**src/rtl/decode_pkg.sv**
```systemverilog
// Shared definitions for the decode stage: execute command codes, instruction
// modes, ARM condition codes, the ID/EX control bundle and the condition check.
package decode_pkg;

  // Execute-unit command encodings
  localparam logic [3:0] EXE_NOP = 4'b0000;
  localparam logic [3:0] EXE_MOV = 4'b0001;
  localparam logic [3:0] EXE_MVN = 4'b1001;
  localparam logic [3:0] EXE_ADD = 4'b0010;
  localparam logic [3:0] EXE_LDR = 4'b0010;
  localparam logic [3:0] EXE_STR = 4'b0010;
  localparam logic [3:0] EXE_ADC = 4'b0011;
  localparam logic [3:0] EXE_SUB = 4'b0100;
  localparam logic [3:0] EXE_CMP = 4'b0100;
  localparam logic [3:0] EXE_SBC = 4'b0101;
  localparam logic [3:0] EXE_AND = 4'b0110;
  localparam logic [3:0] EXE_TST = 4'b0110;
  localparam logic [3:0] EXE_ORR = 4'b0111;
  localparam logic [3:0] EXE_EOR = 4'b1000;

  // Instruction class in bits [27:26]
  localparam logic [1:0] MODE_DP  = 2'b00;
  localparam logic [1:0] MODE_MEM = 2'b01;
  localparam logic [1:0] MODE_BR  = 2'b10;

  // Data-processing opcodes in bits [24:21]
  localparam logic [3:0] OPC_AND = 4'b0000;
  localparam logic [3:0] OPC_EOR = 4'b0001;
  localparam logic [3:0] OPC_SUB = 4'b0010;
  localparam logic [3:0] OPC_ADD = 4'b0100;
  localparam logic [3:0] OPC_ADC = 4'b0101;
  localparam logic [3:0] OPC_SBC = 4'b0110;
  localparam logic [3:0] OPC_TST = 4'b1000;
  localparam logic [3:0] OPC_CMP = 4'b1010;
  localparam logic [3:0] OPC_ORR = 4'b1100;
  localparam logic [3:0] OPC_MOV = 4'b1101;
  localparam logic [3:0] OPC_MVN = 4'b1111;

  // Condition field in bits [31:28]
  localparam logic [3:0] COND_EQ = 4'b0000;
  localparam logic [3:0] COND_NE = 4'b0001;
  localparam logic [3:0] COND_CS = 4'b0010;
  localparam logic [3:0] COND_CC = 4'b0011;
  localparam logic [3:0] COND_MI = 4'b0100;
  localparam logic [3:0] COND_PL = 4'b0101;
  localparam logic [3:0] COND_VS = 4'b0110;
  localparam logic [3:0] COND_VC = 4'b0111;
  localparam logic [3:0] COND_HI = 4'b1000;
  localparam logic [3:0] COND_LS = 4'b1001;
  localparam logic [3:0] COND_GE = 4'b1010;
  localparam logic [3:0] COND_LT = 4'b1011;
  localparam logic [3:0] COND_GT = 4'b1100;
  localparam logic [3:0] COND_LE = 4'b1101;
  localparam logic [3:0] COND_AL = 4'b1110;

  // Fixed-width control half of the ID/EX register; operand values live beside it
  typedef struct packed {
    logic        valid;
    logic        wb_en;
    logic        mem_r_en;
    logic        mem_w_en;
    logic        b;
    logic        s;
    logic        imm;
    logic [3:0]  exe_cmd;
    logic [11:0] shift_operand;
    logic [23:0] signed_imm_24;
  } id_ex_ctrl_t;

  // sr = {N,Z,C,V}; the reserved 1111 code never executes
  function automatic logic cond_pass(input logic [3:0] cond, input logic [3:0] sr);
    logic n, z, c, v;
    {n, z, c, v} = sr;
    case (cond)
      COND_EQ: cond_pass = z;
      COND_NE: cond_pass = ~z;
      COND_CS: cond_pass = c;
      COND_CC: cond_pass = ~c;
      COND_MI: cond_pass = n;
      COND_PL: cond_pass = ~n;
      COND_VS: cond_pass = v;
      COND_VC: cond_pass = ~v;
      COND_HI: cond_pass = c & ~z;
      COND_LS: cond_pass = ~c | z;
      COND_GE: cond_pass = (n == v);
      COND_LT: cond_pass = (n != v);
      COND_GT: cond_pass = ~z & (n == v);
      COND_LE: cond_pass = z | (n != v);
      COND_AL: cond_pass = 1'b1;
      default: cond_pass = 1'b0;
    endcase
  endfunction

endpackage

```
**src/rtl/decode_regfile.sv**
```systemverilog
// Register file for the decode stage: one write port, two asynchronous read
// ports, synchronous reset of every entry. With DECODE_WB_BYPASS_EN defined a
// read of the register being written this cycle returns the incoming data.
module decode_regfile
  import decode_pkg::*;
#(
  parameter int DATA_W = 32,
  parameter int REG_CNT = 16,
  localparam int REG_AW = (REG_CNT > 1) ? $clog2(REG_CNT) : 1
) (
  input  logic              clk,
  input  logic              rst,
  input  logic              wb_en_i,
  input  logic [REG_AW-1:0] wb_dest_i,
  input  logic [DATA_W-1:0] wb_data_i,
  input  logic [REG_AW-1:0] rn_addr_i,
  input  logic [REG_AW-1:0] rm_addr_i,
  output logic [DATA_W-1:0] rn_data_o,
  output logic [DATA_W-1:0] rm_data_o
);

  logic [DATA_W-1:0] regs_q [REG_CNT];
  logic [DATA_W-1:0] regs_d [REG_CNT];

  // Next register contents: only the addressed entry takes the writeback data
  always_comb begin
    for (int i = 0; i < REG_CNT; i++) begin
      regs_d[i] = regs_q[i];
      if (wb_en_i && (wb_dest_i == REG_AW'(i))) regs_d[i] = wb_data_i;
    end
  end

  // Storage; reset wins over a writeback in the same cycle
  always_ff @(posedge clk) begin
    for (int i = 0; i < REG_CNT; i++) begin
      if (rst) regs_q[i] <= '0;
      else     regs_q[i] <= regs_d[i];
    end
  end

  genvar gi;
  for (gi = 0; gi < 2; gi++) begin : g_rd
    logic [REG_AW-1:0] addr;
    logic [DATA_W-1:0] data;
    assign addr = (gi == 0) ? rn_addr_i : rm_addr_i;
    // Asynchronous read; out-of-range addresses read as zero
    always_comb begin
      data = '0;
      if (int'(addr) < REG_CNT) data = regs_q[addr];
`ifdef DECODE_WB_BYPASS_EN
      if (wb_en_i && (wb_dest_i == addr)) data = wb_data_i;
`endif
    end
  end

  assign rn_data_o = g_rd[0].data;
  assign rm_data_o = g_rd[1].data;

endmodule

```
**src/rtl/decode_stage_pipe.sv**
```systemverilog
// Decode stage with ID/EX pipeline register: field extraction, control decode,
// condition check, load-use hazard detection and register file read.
// Optional macro: DECODE_WB_BYPASS_EN (same-cycle writeback forwarding).
module decode_stage_pipe
  import decode_pkg::*;
#(
  parameter int DATA_W = 32,
  parameter int REG_CNT = 16,
  localparam int REG_AW = (REG_CNT > 1) ? $clog2(REG_CNT) : 1
) (
  input  logic              clk,
  input  logic              rst,
  input  logic [31:0]       instr_i,
  input  logic              instr_valid_i,
  input  logic [DATA_W-1:0] pc_i,
  input  logic              stall_i,
  input  logic              flush_i,
  input  logic [3:0]        sr_i,
  input  logic              wb_en_i,
  input  logic [REG_AW-1:0] wb_dest_i,
  input  logic [DATA_W-1:0] wb_data_i,
  input  logic              exe_mem_r_en_i,
  input  logic [REG_AW-1:0] exe_dest_i,
  output logic              hazard_o,
  output logic              valid_o,
  output logic              wb_en_o,
  output logic              mem_r_en_o,
  output logic              mem_w_en_o,
  output logic              b_o,
  output logic              s_o,
  output logic              imm_o,
  output logic [3:0]        exe_cmd_o,
  output logic [DATA_W-1:0] val_rn_o,
  output logic [DATA_W-1:0] val_rm_o,
  output logic [DATA_W-1:0] pc_o,
  output logic [11:0]       shift_operand_o,
  output logic [23:0]       signed_imm_24_o,
  output logic [REG_AW-1:0] dest_o,
  output logic [REG_AW-1:0] src1_o,
  output logic [REG_AW-1:0] src2_o
);

  logic [REG_AW-1:0] rn, rd, rm, src2;
  logic [1:0]        mode;
  logic [3:0]        opcode;
  logic              s_bit, i_bit, is_load, is_store, two_src, cond_ok, issue;
  logic [DATA_W-1:0] rn_val, rm_val;

  assign rn       = instr_i[16 +: REG_AW];
  assign rd       = instr_i[12 +: REG_AW];
  assign rm       = instr_i[0 +: REG_AW];
  assign mode     = instr_i[27:26];
  assign opcode   = instr_i[24:21];
  assign s_bit    = instr_i[20];
  assign i_bit    = instr_i[25];
  assign is_load  = (mode == MODE_MEM) & s_bit;
  assign is_store = (mode == MODE_MEM) & ~s_bit;
  // Stores read the data register through the second port
  assign src2     = is_store ? rd : rm;
  assign two_src  = is_load | ~i_bit;
  assign cond_ok  = cond_pass(instr_i[31:28], sr_i);

  assign hazard_o = instr_valid_i & exe_mem_r_en_i &
                    ((exe_dest_i == rn) | (two_src & (exe_dest_i == src2)));
  assign issue    = instr_valid_i & ~hazard_o & cond_ok;

  decode_regfile #(.DATA_W(DATA_W), .REG_CNT(REG_CNT)) u_regfile (
    .clk       (clk),
    .rst       (rst),
    .wb_en_i   (wb_en_i),
    .wb_dest_i (wb_dest_i),
    .wb_data_i (wb_data_i),
    .rn_addr_i (rn),
    .rm_addr_i (src2),
    .rn_data_o (rn_val),
    .rm_data_o (rm_val)
  );

  id_ex_ctrl_t dec_ctrl, ctrl_d, ctrl_q;
  logic [DATA_W-1:0] val_rn_d, val_rn_q, val_rm_d, val_rm_q, pc_d, pc_q;
  logic [REG_AW-1:0] dest_d, dest_q, src1_d, src1_q, src2_d, src2_q;

  // Control decode of the current instruction, assuming it issues
  always_comb begin
    dec_ctrl               = '0;
    dec_ctrl.valid         = 1'b1;
    dec_ctrl.imm           = i_bit;
    dec_ctrl.shift_operand = instr_i[11:0];
    dec_ctrl.signed_imm_24 = instr_i[23:0];
    case (mode)
      MODE_DP: begin
        dec_ctrl.s = s_bit;
        case (opcode)
          OPC_MOV: begin dec_ctrl.exe_cmd = EXE_MOV; dec_ctrl.wb_en = 1'b1; end
          OPC_MVN: begin dec_ctrl.exe_cmd = EXE_MVN; dec_ctrl.wb_en = 1'b1; end
          OPC_ADD: begin dec_ctrl.exe_cmd = EXE_ADD; dec_ctrl.wb_en = 1'b1; end
          OPC_ADC: begin dec_ctrl.exe_cmd = EXE_ADC; dec_ctrl.wb_en = 1'b1; end
          OPC_SUB: begin dec_ctrl.exe_cmd = EXE_SUB; dec_ctrl.wb_en = 1'b1; end
          OPC_SBC: begin dec_ctrl.exe_cmd = EXE_SBC; dec_ctrl.wb_en = 1'b1; end
          OPC_AND: begin dec_ctrl.exe_cmd = EXE_AND; dec_ctrl.wb_en = 1'b1; end
          OPC_ORR: begin dec_ctrl.exe_cmd = EXE_ORR; dec_ctrl.wb_en = 1'b1; end
          OPC_EOR: begin dec_ctrl.exe_cmd = EXE_EOR; dec_ctrl.wb_en = 1'b1; end
          OPC_CMP: dec_ctrl.exe_cmd = EXE_CMP;
          OPC_TST: dec_ctrl.exe_cmd = EXE_TST;
          default: dec_ctrl.exe_cmd = EXE_NOP;
        endcase
      end
      MODE_MEM: begin
        dec_ctrl.exe_cmd  = is_load ? EXE_LDR : EXE_STR;
        dec_ctrl.mem_r_en = is_load;
        dec_ctrl.wb_en    = is_load;
        dec_ctrl.mem_w_en = is_store;
      end
      MODE_BR: dec_ctrl.b = 1'b1;
      default: ;
    endcase
  end

  // ID/EX next state: flush beats stall, stall holds, otherwise issue or bubble
  always_comb begin
    ctrl_d   = '0;
    val_rn_d = '0;
    val_rm_d = '0;
    pc_d     = '0;
    dest_d   = '0;
    src1_d   = '0;
    src2_d   = '0;
    if (!flush_i) begin
      if (stall_i) begin
        ctrl_d   = ctrl_q;
        val_rn_d = val_rn_q;
        val_rm_d = val_rm_q;
        pc_d     = pc_q;
        dest_d   = dest_q;
        src1_d   = src1_q;
        src2_d   = src2_q;
      end else if (issue) begin
        ctrl_d   = dec_ctrl;
        val_rn_d = rn_val;
        val_rm_d = rm_val;
        pc_d     = pc_i;
        dest_d   = rd;
        src1_d   = rn;
        src2_d   = src2;
      end
    end
  end

  // ID/EX register with synchronous reset
  always_ff @(posedge clk) begin
    if (rst) begin
      ctrl_q   <= '0;
      val_rn_q <= '0;
      val_rm_q <= '0;
      pc_q     <= '0;
      dest_q   <= '0;
      src1_q   <= '0;
      src2_q   <= '0;
    end else begin
      ctrl_q   <= ctrl_d;
      val_rn_q <= val_rn_d;
      val_rm_q <= val_rm_d;
      pc_q     <= pc_d;
      dest_q   <= dest_d;
      src1_q   <= src1_d;
      src2_q   <= src2_d;
    end
  end

  assign valid_o         = ctrl_q.valid;
  assign wb_en_o         = ctrl_q.wb_en;
  assign mem_r_en_o      = ctrl_q.mem_r_en;
  assign mem_w_en_o      = ctrl_q.mem_w_en;
  assign b_o             = ctrl_q.b;
  assign s_o             = ctrl_q.s;
  assign imm_o           = ctrl_q.imm;
  assign exe_cmd_o       = ctrl_q.exe_cmd;
  assign shift_operand_o = ctrl_q.shift_operand;
  assign signed_imm_24_o = ctrl_q.signed_imm_24;
  assign val_rn_o        = val_rn_q;
  assign val_rm_o        = val_rm_q;
  assign pc_o            = pc_q;
  assign dest_o          = dest_q;
  assign src1_o          = src1_q;
  assign src2_o          = src2_q;

endmodule

```
**config.mk**
```make
export PLATFORM = sky130hd
export DESIGN_NAME = decode_stage_pipe
export DESIGN_NICKNAME = d
export VERILOG_FILES = /design/src/rtl/decode_pkg.sv /design/src/rtl/decode_regfile.sv /design/src/rtl/decode_stage_pipe.sv
export SDC_FILE = /design/constraint.sdc
export NUM_CORES = 1
export LEC_CHECK = 0
export ABC_AREA = 1
export BUFFER_PORTS_ARGS = -buffer_cell sky130_fd_sc_hd__clkbuf_2
export CAP_MARGIN = 20
export CORE_AREA = 3 3 306 308
export DETAILED_ROUTE_END_ITERATION = 8
export DIE_AREA = 0 0 309 311
export HOLD_SLACK_MARGIN = 0.15
export PLACE_DENSITY_LB_ADDON = 0.25
export REMOVE_ABC_BUFFERS = 1
export SYNTH_ARGS = -nofsm -noshare
export SYNTH_HDL_FRONTEND = slang
export SYNTH_HIERARCHICAL = 1
export SYNTH_SLANG_ARGS = --single-unit
```
**constraint.sdc**
```tcl
create_clock -name clk -period 4.4 [get_ports clk]
set_input_delay 0.44 -clock clk [delete_from_list [all_inputs] [get_ports clk]]
set_output_delay 0.44 -clock clk [all_outputs]
set_load 0.01 [all_outputs]
```
==> impl_metrics.ini <==
[layout]
seq_area_sq_um = 18080
area.growth.synth_to_final_pct = 15.42
fin_area_sq_um = 40820
drive_above_1_share_pct = 11.73
multi_input_area_sq_um = 13500
fillCellCount = 9067
fin_nets = 4899

[power_and_ir_drop]
ir_worst_vdd_mv = 0.2239
power_leakage_uw = 0.01845
p_sw_share_pct = 27.39
power_density_nw_per_um2 = 391.9
pwr-share-seq_pct = 43.6
p_clk_share_pct = 42.5
p_int_uw = 11620
comb_power_share_pct = 13.9
p_switching_uw = 4381

[setup_path]
crit_type = input pin to output port
worstPathRequired_ps = 3960
arrival_ps = 3070
cp-end-kind = output port
critPathMaxFanout = 66
start_kind = input pin

[synthesis]
synthTopCellsByArea = edfxtp_1 (43%), nand3_1 (14%), nand2_1 (14%)
synth_top_area_share_pct = 43.48
netlist_area_sq_um = 35360
synth_top_flop_cell = edfxtp_1
synth_edf_count = 512
synth_top_area_cell = edfxtp_1
synthDistinctLibCells = 29
synth_cells = 4664
async_flop_share_pct = 0
yosys_warnings = 6
ys_ff_latch = 647
ys_seq_area_share_pct = 51.12
synth_area_per_cell_sq_um = 7.582

[placement]
port_buffers = 270
dp_hpwl_mm = 72.45
placed_cell_area_sq_um = 37590
gp_congestion = 0.8392

[timing]
final-max-slew-violation-count = 0
rsz0062_at_grt = no
clock.fmax_ghz = 0.2851
tightestPinTransition_ps = 1118
whs_ps = 183.5
setup_viol = 0
finalCritPeriodShare_pct = 79.73
max_slew_margin_pct = 25.37
fin_skew_ps = 15.90
timing.final.crit_period_ps = 3508
hold_viol = 0

[hold_path]
hold_class = input pin to flip-flop

[detailed_routing]
drc = 0
first_iter_violations = 4106
avgViaCountPerCell = 5.433
wl_per_cell_um = 21.79
wl_mm = 131.6
drt-pass1-iter-count = 6
dr_total_vias = 32800
antenna_left = 0

[status]
outcome = completed

[clocking]
clk_latency_ps = 630
cts-resized-gates = 0
hold_buffers = 53
h-tree-depth = 3
clkTransAtPathRegs_ps = 60
cts_setup_buffers = 0
cts_made_buffers = 78
clock-sinks = 647
cts_root_buf = clkbuf_16
cts_max_path_buffers = 3
cts_tree = built

[floorplan]
die_w_um = 309
initial_utilization_pct = 38.69
fp.dieArea_sq_um = 96100
io-pin-count = 271
dieHeight_um = 311
core_area_sq_um = 91390
rows = 111

[job]
drv_cap = 0

[grt]
globalRouteOverflowTotal = 0
grt_util_all_layers_pct = 26.52
grt_max_degree = 142
antenna_found_initial = 2
grt_pass1_wl_mm = 193.2
grt_pass1_vias = 30710
-- cell usage in the layout (no fill, tap or decap), drive strengths merged, types with 12 or more instances in the layout --
| cell | count |
|---|---|
| o21ai | 12 |
| dlygate4sd3 | 53 |
| nand2 | 1300 |
| edfxtp | 512 |
| nand3 | 1050 |
| dfxtp | 135 |
| nor2 | 529 |
| buf | 93 |
| clkinv | 24 |
| clkbuf | 374 |
| a21oi | 137 |
| inv | 593 |
-- registers in the layout, indices dropped and copies added, names as in the netlist --
register and count:
val_rm_o 32, b_o 1, exe_cmd_o 4, src2_o 4
valid_o 1, pc_o 32, signed_imm_24_o 13, val_rn_o 32
u_regfile/regs_q 512, shift_operand_o 11, mem_r_en_o 1, imm_o 1
s_o 1, wb_en_o 1, mem_w_en_o 1
-- synth_stat cells (2+ instances only) --
cell,number
nand2_1,1298
nand3_1,1010
inv_1,586
nor2_1,528
edfxtp_1,512
clkbuf_1,167
a21oi_1,136
dfxtp_1,135
buf_2,113
buf_1,49
nand3_2,40
buf_4,25
buf_6,18
o21ai_0,12
nand4_1,11
xnor2_1,5
inv_2,4
a211oi_1,2
nand3b_1,2
nor3_4,2
-- layout make-up --
type	instances	share of cell area, %
clock inverters	38	1.002
multi-input cells	3055	33.06
diodes	1	0.006131
repair buffers	412	6.931
inverters	590	5.481
clock buffers	108	5.588
well taps	1186	3.636
flip-flops and latches	647	44.29
-- power by group through the flow --
stage | Sequential, uW | Combinational [uW] | Clock [uW]
final | 6980 | 2220 | 6790
after global routing | 7010 | 2420 | 7140
after CTS | 6980 | 2190 | 6900
after detailed placement | 7110 | 2140 | 0
after global placement | 7100 | 2130 | 0
after floorplan | 7110 | 1310 | 0
-- worst max-delay path, stage by stage --
cell and delay [ps]:
dlygate4sd3_1 530, clkbuf_2 150, inv_1 100, nand3_1 220
nand2_1 240, nand2_8 260, nor2_1 190, nor2_1 60
nand3_1 80, nand2_1 130, nand2_8 420, inv_1 80
clkbuf_2 140
-- cells by family after synthesis --
group / Yosys count / share of synthesized area, %
AOI/OAI and AO/OA: 155 / 2.272
xor gates and xnor gates: 5 / 0.1238
buffers and inverters: 962 / 11.26
DFF: 647 / 51.12
and+or+nand+nor: 2895 / 35.22
-- through the flow --
stage | std cells | setup slack, ps | power, uW | utilization [%] | TNS, ps
floorplan | 4292 | -7612 | 8417 | - | -254850
global placement | 5836 | 1214 | 9236 | 41.12 | 0
detailed placement | 5837 | 1215 | 9250 | 41.14 | 0
CTS | 6036 | 902.9 | 16070 | 44.66 | 0
global route | 6036 | 632.3 | 16570 | 44.66 | 0
finish | 6037 | 892.1 | 16000 | 44.66 | 0
-- path summary, 6_finish.rpt --
kind,from,end,slack [ps],cells past startpoint
setup / recovery,instr_i[20],hazard_o,890,13
hold / removal,stall_i,pc_o[16],180,3
setup reg to reg,u_regfile/regs_q[4][20],val_rn_o[20],3050,8
hold reg to reg,val_rn_o[27],val_rn_o[27],460,2
-- metal layers --
layer	share of wire, %	track usage (%)
met1	39	34.96
met2	46	43.49
met3	11	4.506
met4	4.0	10.23
met5	0.014	0
No activity file was read; power rests on OpenSTA's default activity.
